$ cat src/rtl/pci_arbiter_n.sv
// N-master PCI bus arbiter: fixed-priority or round-robin winner selection,
// grant-acquisition timeout, one idle cycle between grants, registered outputs.
module pci_arbiter_n #(
  parameter int N_MASTERS   = 4,
  parameter int IDX_W       = 2,
  parameter int GNT_TIMEOUT = 16,
  parameter int CNT_W       = 5
) (
  input  logic                 Clk,
  input  logic                 Rst,
  input  logic                 Mode,
  input  logic [N_MASTERS-1:0] REQ_n,
  input  logic                 Frame,
  input  logic                 IRDY,
  output logic [N_MASTERS-1:0] GNT_n,
  output logic [IDX_W-1:0]     Grant_Idx,
  output logic                 Grant_Valid,
  output logic                 Timeout_Pulse
);

  typedef enum logic [1:0] {IDLE, GRANT, OWNED} state_t;

  state_t                 state_reg, state_next;
  logic [N_MASTERS-1:0]   gnt_n_reg, gnt_n_next;
  logic [IDX_W-1:0]       idx_reg, idx_next;
  logic [IDX_W-1:0]       last_reg, last_next;
  logic                   valid_reg, valid_next;
  logic                   tp_reg, tp_next;
  logic [CNT_W-1:0]       cnt_reg, cnt_next;

  logic [N_MASTERS-1:0]   req;          // active-high requests
  logic [N_MASTERS-1:0]   above_last;   // indices after the round-robin pointer
  logic [N_MASTERS-1:0]   win_gnt_n;    // grant vector for the selected winner
  logic [N_MASTERS-1:0]   owner_oh;     // one-hot of the current grantee
  logic [IDX_W-1:0]       winner;
  logic [IDX_W-1:0]       low_any, low_hi;
  logic                   found_hi;
  logic                   any_req;
  logic                   bus_idle;
  logic                   owner_req;

  // Per-master decode: request polarity, round-robin mask, winner/owner one-hots
  for (genvar gi = 0; gi < N_MASTERS; gi++) begin : g_master
    assign req[gi]        = ~REQ_n[gi];
    assign above_last[gi] = (IDX_W'(gi) > last_reg);
    assign win_gnt_n[gi]  = (winner != IDX_W'(gi));
    assign owner_oh[gi]   = (idx_reg == IDX_W'(gi));
  end

  assign any_req   = |req;
  assign bus_idle  = Frame & IRDY;
  assign owner_req = |(req & owner_oh);

  // Winner: lowest requester overall, or (round-robin) lowest requester after
  // the pointer, wrapping to the lowest overall when none lies after it
  always_comb begin
    low_any  = '0;
    low_hi   = '0;
    found_hi = 1'b0;
    for (int i = N_MASTERS - 1; i >= 0; i--) begin
      if (req[i]) low_any = IDX_W'(i);
      if (req[i] && above_last[i]) begin
        low_hi   = IDX_W'(i);
        found_hi = 1'b1;
      end
    end
    winner = (Mode && found_hi) ? low_hi : low_any;
  end

  // Next-state and next-output logic for the IDLE/GRANT/OWNED sequence
  always_comb begin
    state_next = state_reg;
    gnt_n_next = gnt_n_reg;
    idx_next   = idx_reg;
    valid_next = valid_reg;
    tp_next    = 1'b0;
    last_next  = last_reg;
    cnt_next   = cnt_reg;
    case (state_reg)
      IDLE: begin
        // A busy bus (including a foreign FRAME#) holds off arbitration
        if (any_req && bus_idle) begin
          state_next = GRANT;
          gnt_n_next = win_gnt_n;
          idx_next   = winner;
          valid_next = 1'b1;
          cnt_next   = '0;
        end
      end
      GRANT: begin
        if (!Frame) begin
          state_next = OWNED;
          last_next  = idx_reg;
          cnt_next   = '0;
        end else if (!owner_req) begin
          state_next = IDLE;
          gnt_n_next = '1;
          idx_next   = '0;
          valid_next = 1'b0;
        end else if (cnt_reg == CNT_W'(GNT_TIMEOUT - 1)) begin
          // Timed-out master moves to the back of the round-robin queue
          state_next = IDLE;
          gnt_n_next = '1;
          idx_next   = '0;
          valid_next = 1'b0;
          tp_next    = 1'b1;
          last_next  = idx_reg;
        end else begin
          cnt_next = cnt_reg + 1'b1;
        end
      end
      OWNED: begin
        if (bus_idle) begin
          state_next = IDLE;
          gnt_n_next = '1;
          idx_next   = '0;
          valid_next = 1'b0;
        end
      end
      default: begin
        state_next = IDLE;
        gnt_n_next = '1;
        idx_next   = '0;
        valid_next = 1'b0;
      end
    endcase
  end

  // State and output registers; reset wins over any bus activity
  always_ff @(posedge Clk) begin
    if (Rst) begin
      state_reg <= IDLE;
      gnt_n_reg <= '1;
      idx_reg   <= '0;
      valid_reg <= 1'b0;
      tp_reg    <= 1'b0;
      last_reg  <= IDX_W'(N_MASTERS - 1);
      cnt_reg   <= '0;
    end else begin
      state_reg <= state_next;
      gnt_n_reg <= gnt_n_next;
      idx_reg   <= idx_next;
      valid_reg <= valid_next;
      tp_reg    <= tp_next;
      last_reg  <= last_next;
      cnt_reg   <= cnt_next;
    end
  end

  assign GNT_n         = gnt_n_reg;
  assign Grant_Idx     = idx_reg;
  assign Grant_Valid   = valid_reg;
  assign Timeout_Pulse = tp_reg;

endmodule

$ cat config.mk
export PLATFORM = sky130hd
export DESIGN_NAME = pci_arbiter_n
export DESIGN_NICKNAME = d
export VERILOG_FILES = /design/src/rtl/pci_arbiter_n.sv
export SDC_FILE = /design/constraint.sdc
export NUM_CORES = 1
export LEC_CHECK = 0
export BUFFER_PORTS_ARGS = -buffer_cell sky130_fd_sc_hd__buf_2
export CAP_MARGIN = 0
export CORE_AREA = 2 2 45 47
export CTS_CLUSTER_DIAMETER = 200
export DETAILED_ROUTE_END_ITERATION = 16
export DIE_AREA = 0 0 47 49
export PLACE_DENSITY = 0.76
export RECOVER_POWER = 100
export SLEW_MARGIN = 40
export SYNTH_ARGS = -nofsm -noshare
export SYNTH_HDL_FRONTEND = slang
export SYNTH_SLANG_ARGS = --single-unit
$ cat constraint.sdc
create_clock -name Clk -period 4.25 [get_ports Clk]
set_input_delay 0.425 -clock Clk [delete_from_list [all_inputs] [get_ports Clk]]
set_output_delay 0.425 -clock Clk [all_outputs]
set_load 0.005 [all_outputs]
==> metrics.cfg, run 1 <==
[sta]
slew_headroom=0.607
setup_violations=0
final.hold.worst_slack_ns=0.425
fin_skew_ns=0.00361
min_period_ns=2.15
worstMarginPinSlew_ns=0.588
hold_viol=0
report.final.slew_viol_count=0
timing.final.ws_setup_ns=2.10
finalSetupTns_ns=0
fin_crit_sh=0.505
rsz0062_at_grt=false
max_freq_ghz=0.466

[grt]
antenna_found_initial=0
grt_use_total=0.190
grt_pass1_wl_mm=3.24
grt_pass1_vias=792
overflow=0
grt_max_degree=15

[placed_design]
dpl_cell_area_um2=981
dp_slack_ns=2.12
placed_cells=143
finalWeightedCongestion=0.781
io_buffers=16
dp_hpwl_mm=1.43

[pwr]
power.total_uw=313
p_leak_nw=0.366
switching_share=0.277
p_int_uw=227
pwr-share-seq=0.557
clockPowerShare=0.269
pwr-share-comb=0.175
power_density_nw_per_um2=313
switchingPower_uw=86.7
ir_worst_vdd_uv=216

[detailed_routing]
first_pass_iters=4
num_vias=862
ant_nets=0
drc=0
viasPerCell=5.86
wl_per_cell_um=12.6
drt_iter0_drc=28
routed_wirelength_mm=1.86

[run_status]
outcome=complete, no violations

[floorplan]
num_rows=16
ios=17
dieArea_um2=2300
start_util=0.478
die_h_um=49
die_x_um=47
core_area_um2=1840

[clocking]
clk_pin_slew_ns=0.09
cts_resized=0
tritoncts=built
post-cts-setup-buffers=0
clockRootBuffer=clkbuf_4
cts_buffer_depth=2
numCtsBuffers=3
cts_max_level=1
clock_latency_ns=0.28
clock-sinks=17
hold_buffers=0

[yosys]
synth_ff_type=dfxtp_1
synth_compound_area_frac=0.246
ys_seq_area_frac=0.387
synth_simple_gate_area_frac=0.236
syn_inst=103
synth_area_um2=880
synth_nets=114
synth_adder_area_share=0.0284
synth_cell_types=37
yosys_warnings=0
syn_area_per_cell_um2=8.54
ys_async_sr_fraction=0
synth_seq_cells=17
synth_xor_area_frac=0.0199
synth_edf_count=0
synth_top_family_by_area=compound AO/OA/AOI/OAI gates
muxShareOfSynthArea=0.0512

[worst_setup_path]
crit_path_cell_trace=ha_1 > and3_1 > ha_1 > or3_1 > and2_0 > mux2_1
cp_data_required_time_ns=4.43
cp_slowest_cell=or3_1
r2r-end=Grant_Idx[1]
end_kind=flip-flop
critPathLaunchType=flip-flop
reg2reg_from=cnt_reg[0]
max_stage_delay_ns=0.48
worstPathMaxFanout=7
reg2reg_slack_ns=2.10
crit_top_cell=ha_1
reg2reg_depth=6
crit_arrival_ns=2.33
path_class=flip-flop to flip-flop

[finish]
largest_register_ffs=5
final_cells=147
finalInstanceArea_um2=1000
nNetsFinal=132
drive_above_1_share=0.142
postLayoutCoreUtil=0.543
area_growth_pct=13.7
diodes=0

[job]
cap_viol_max_count=0

[min_path]
whs_path_depth=3
hold-path-endpoint=Timeout_Pulse
hold_start=Frame
hold_path.class=input port to flip-flop

==> power groups by stage <==
stage	registers [mW]	logic (mW)	clock network, mW
finish	0.174	0.0548	0.0841
global route	0.176	0.0614	0.0927
CTS	0.174	0.0559	0.0852
detailed placement	0.178	0.0557	0
global placement	0.178	0.0541	0
floorplan	0.176	0.0379	0
==> cell usage after synthesis, types with 2 or more instances <==
master / n / area (um2)
dfxtp_1: 17 / 340
a21oi_1: 11 / 55.1
nand2_1: 11 / 41.3
nor2_1: 9 / 33.8
a211oi_1: 4 / 30.0
inv_1: 4 / 15.0
o21ai_0: 4 / 20.0
a32o_1: 3 / 30.0
nand2b_1: 3 / 18.8
or3_1: 3 / 18.8
a31oi_1: 2 / 12.5
clkbuf_1: 2 / 7.51
ha_1: 2 / 25.0
nand3_1: 2 / 10.0
nor3_1: 2 / 10.0
o32a_1: 2 / 20.0
xnor2_1: 2 / 17.5
==> worst max-delay path, delay by kind of cell, from the launching register on <==
| family | cells | cell delay, ns |
|---|---|---|
| adder cells (fa/ha/maj) | 2 | 0.45 |
| flip-flops | 1 | 0.35 |
| multiplexers | 1 | 0.33 |
| AND/OR/NAND/NOR | 3 | 0.92 |
==> layout by cell type (no fill, tap or decap), types with 2 or more instances in the layout <==
| cell type | instances |
|---|---|
| a31oi_1 | 2 |
| nand3_1 | 2 |
| inv_1 | 4 |
| nor2_1 | 9 |
| o21ai_0 | 4 |
| xnor2_1 | 2 |
| clkbuf_1 | 5 |
| nand2b_1 | 3 |
| buf_2 | 12 |
| ha_1 | 2 |
| clkbuf_4 | 3 |
| dfxtp_1 | 17 |
| o32a_1 | 2 |
| or3_1 | 3 |
| nand2_1 | 11 |
| a32o_1 | 3 |
| a211oi_1 | 4 |
| nor3_1 | 2 |
| a21oi_1 | 11 |
==> routing by layer <==
metal / up-vias / share of wire / GRT usage
met2: 34 / 0.46 / 0.295
met4: 0 / 0.022 / 0.0833
li1: 423 / - / -
met5: - / 0 / 0
met1: 398 / 0.46 / 0.245
met3: 7 / 0.050 / 0.0407
==> area by class of cell <==
| class | count | area (um2) |
|---|---|---|
| fillers | 185 | 842 |
| repair buffers | 16 | 75.1 |
| flip-flops and latches | 17 | 340 |
| clock buffers | 4 | 26.3 |
| multi-input cells | 79 | 509 |
| inverters | 4 | 15.0 |
| well taps | 27 | 33.8 |
==> cells by family (layout without fill, tap and decap cells) <==
| kind of cell | Yosys count | after routing |
|---|---|---|
| simple gates | 40 | 40 |
| buf+inv | 7 | 24 |
| mux | 3 | 3 |
| xor+xnor | 2 | 2 |
| flops | 17 | 17 |
| fa+ha+maj | 2 | 2 |
| compound gates | 32 | 32 |
==> worst max path at each step <==
stage / depth (start not counted) / slack [ns] / end / startpoint
floorplan: 7 / 2.29 / Grant_Idx[1] / cnt_reg[0]
global placement: 5 / 2.14 / Grant_Idx[1] / REQ_n[3]
detailed placement: 5 / 2.12 / Grant_Idx[1] / REQ_n[3]
CTS: 6 / 2.18 / Grant_Idx[1] / cnt_reg[0]
global route: 6 / 1.98 / Grant_Idx[1] / cnt_reg[0]
finish: 6 / 2.10 / Grant_Idx[1] / cnt_reg[0]
No activity file was read; power rests on OpenSTA's default activity.
==> run 2, diff against run 1 <==
==> constraint.sdc (replaced) <==
create_clock -name Clk -period 2 [get_ports Clk]
set_input_delay 0.2 -clock Clk [delete_from_list [all_inputs] [get_ports Clk]]
set_output_delay 0.2 -clock Clk [all_outputs]
set_load 0.005 [all_outputs]
==> run 2 against run 1 <==
Design area increased by 5.6%. Register-to-register slack got worse by 2.0 ns. Critical path depth is the same. Sequential share of layout area fell by 1.8 points.
==> metrics.cfg, run 2 (synthesis results as in run 1) <==
[worst_setup_path]
cp_slowest_cell=or3_4  ; was or3_1
reg2reg_depth=6  ; unchanged
crit_path_cell_trace=ha_1 > and3_1 > ha_1 > or3_4 > and2_4 > mux2_1  ; was ha_1 > and3_1 > ha_1 > or3_1 > and2_0 > mux2_1
end_kind=flip-flop  ; unchanged
cp-startpoint=cnt_reg[0]  ; unchanged
crit_top_cell=ha_1  ; unchanged
reg2reg_from=cnt_reg[0]  ; unchanged
r2r-end=Grant_Idx[1]  ; unchanged
cp_data_required_time_ns=2.18  ; was 4.43 ns
reg2reg_slack_ns=0.07  ; was 2.10 ns
critPathLaunchType=flip-flop  ; unchanged
crit_family=simple AND/OR/NAND/NOR gates  ; unchanged
crit_arrival_ns=2.11  ; was 2.33 ns
max_stage_delay_ns=0.42  ; was 0.48 ns
worstPathMaxFanout=5  ; was 7
path_depth=6  ; unchanged
worstSetupEndpoint=Grant_Idx[1]  ; unchanged
cp_num_buf_inv=0  ; unchanged
path_class=flip-flop to flip-flop  ; unchanged

[detailed_routing]
drt_iter0_drc=18  ; was 28
routed_wirelength_mm=2.04  ; was 1.86 mm
route.met2.wl_mm=1.01  ; was 859 um
wl_per_cell_um=13.2  ; was 12.6 um
wl_met1_um=927  ; was 861 um
num_vias=856  ; was 862
viasPerCell=5.56  ; was 5.86
drc=0  ; unchanged
ant_nets=0  ; unchanged
top_layer=met4  ; unchanged
first_pass_iters=4  ; unchanged
wl_met3_um=63  ; was 93 um

[finish]
layout_common_cells=dfxtp_1 (17), buf_2 (12), a21oi_1 (11), nand2_1 (11), nor2_1 (9)  ; unchanged
drive_above_1_share=0.189  ; was 0.142
final_cells=154  ; was 147
nNetsFinal=139  ; was 132
area_growth_pct=20.1  ; was 13.7%
final_common_cell=dfxtp_1  ; unchanged
largest_register_ffs=5  ; unchanged
diodes=0  ; unchanged
num-fill-cells=191  ; was 185

[clocking]
post-cts-setup-buffers=0  ; unchanged
clk_pin_slew_ns=0.10  ; was 0.09 ns
clock_latency_ns=0.29  ; was 0.28 ns
tritoncts=built  ; unchanged
clockRootBuffer=clkbuf_4  ; unchanged
cts_buffer_depth=2  ; unchanged
cts_max_level=1  ; unchanged
numCtsBuffers=3  ; unchanged
hold_buffers=0  ; unchanged
clock-sinks=17  ; unchanged

[min_path]
hold_start=Frame  ; unchanged
hold_path.class=input port to flip-flop  ; unchanged

[floorplan]
dieArea_um2=2300  ; unchanged
start_util=0.478  ; unchanged
die_h_um=49  ; unchanged
ios=17  ; unchanged
core_area_um2=1840  ; unchanged
die_x_um=47  ; unchanged
num_rows=16  ; unchanged

[sta]
report.final.slew_viol_count=0  ; unchanged
slew_headroom=0.706  ; was 0.607
fin_crit_sh=0.967  ; was 0.505
fin_skew_ns=0.00637  ; was 0.00361 ns
min_period_ns=1.93  ; was 2.15 ns
worstMarginPinSlew_ns=0.438  ; was 0.588 ns
max_freq_ghz=0.517  ; was 0.466 GHz
hold_viol=0  ; unchanged
rsz0062_at_grt=false  ; unchanged
finalSetupTns_ns=0  ; unchanged
setup_violations=0  ; unchanged
final.hold.worst_slack_ns=0.177  ; was 0.425 ns

[grt]
antenna_found_initial=0  ; unchanged
grt_max_degree=15  ; unchanged
grt_pass1_vias=833  ; was 792
grt_pass1_wl_mm=3.52  ; was 3.24 mm
overflow=0  ; unchanged
grt_use_total=0.208  ; was 0.190

[placed_design]
finalWeightedCongestion=0.853  ; was 0.781
io_buffers=16  ; unchanged
placed_cells=150  ; was 143
dp_hpwl_mm=1.53  ; was 1.43 mm

[pwr]
ir_worst_vdd_uv=345  ; was 216 uV
power_density_nw_per_um2=651  ; was 313 nW/um2
p_leak_nw=0.396  ; was 0.366 nW

[job]
cap_viol_max_count=0  ; unchanged

[run_status]
outcome=complete, no violations  ; unchanged

[run 2: cell type report]
cell class | count | area (um2) | share of cell area
Tap cell | 27 | 33.8 | 0.0320
Multi-Input combinational cell | 79 | 524 | 0.496
Timing Repair Buffer | 23 | 116 | 0.110
Sequential cell | 17 | 340 | 0.322
Inverter | 4 | 15.0 | 0.0142
Clock buffer | 4 | 26.3 | 0.0249
[run 2: worst min path at each step]
stage	endpoint	slack (ns)	cells after the start
after global routing	Timeout_Pulse	0.18	3
after floorplan	Timeout_Pulse	0.32	2
after detailed placement	cnt_reg[1]	0.47	2
final	Timeout_Pulse	0.18	3
after global placement	cnt_reg[1]	0.47	2
after CTS	Timeout_Pulse	0.17	3
[run 2: through the flow]
step                setup slack (ns)   util  area (um2)  power [mW]
floorplan                     0.0357      -         880       0.456
CTS                           0.0368  0.575        1060       0.695
global route                 0.00699  0.573        1060       0.732
global placement              0.0990  0.561        1030       0.506
detailed placement            0.0552  0.561        1030       0.511
finish                        0.0659  0.573        1060       0.688
[run 2: layer usage]
metal | track usage | vias up
li1 | - | 432
met4 | 0.0648 | 0
met1 | 0.267 | 401
met3 | 0.0481 | 4
met5 | 0 | -
met2 | 0.336 | 19
[run 2: timing repair]
| item | 4_1_cts | 5_1_grt |
|---|---|---|
| endpoints found under the setup margin | 0 | 5 |
| endpoints found under the hold margin | 0 | 0 |
| gates resized for setup | 0 | 2 |
[run 2: worst register-to-register path, cell delays in order (launching register included)]
cell     delay, ns
dfxtp_1       0.35
ha_1          0.22
and3_1        0.19
ha_1          0.20
or3_4         0.42
and2_4        0.17
mux2_1        0.30
[run 2: where the power goes]
group          total [mW]  internal [mW]  leakage, nW  switching (mW)
Sequential          0.371          0.355        0.138          0.0164
Clock               0.185         0.0773       0.0150           0.107
Combinational       0.132         0.0593        0.242          0.0731
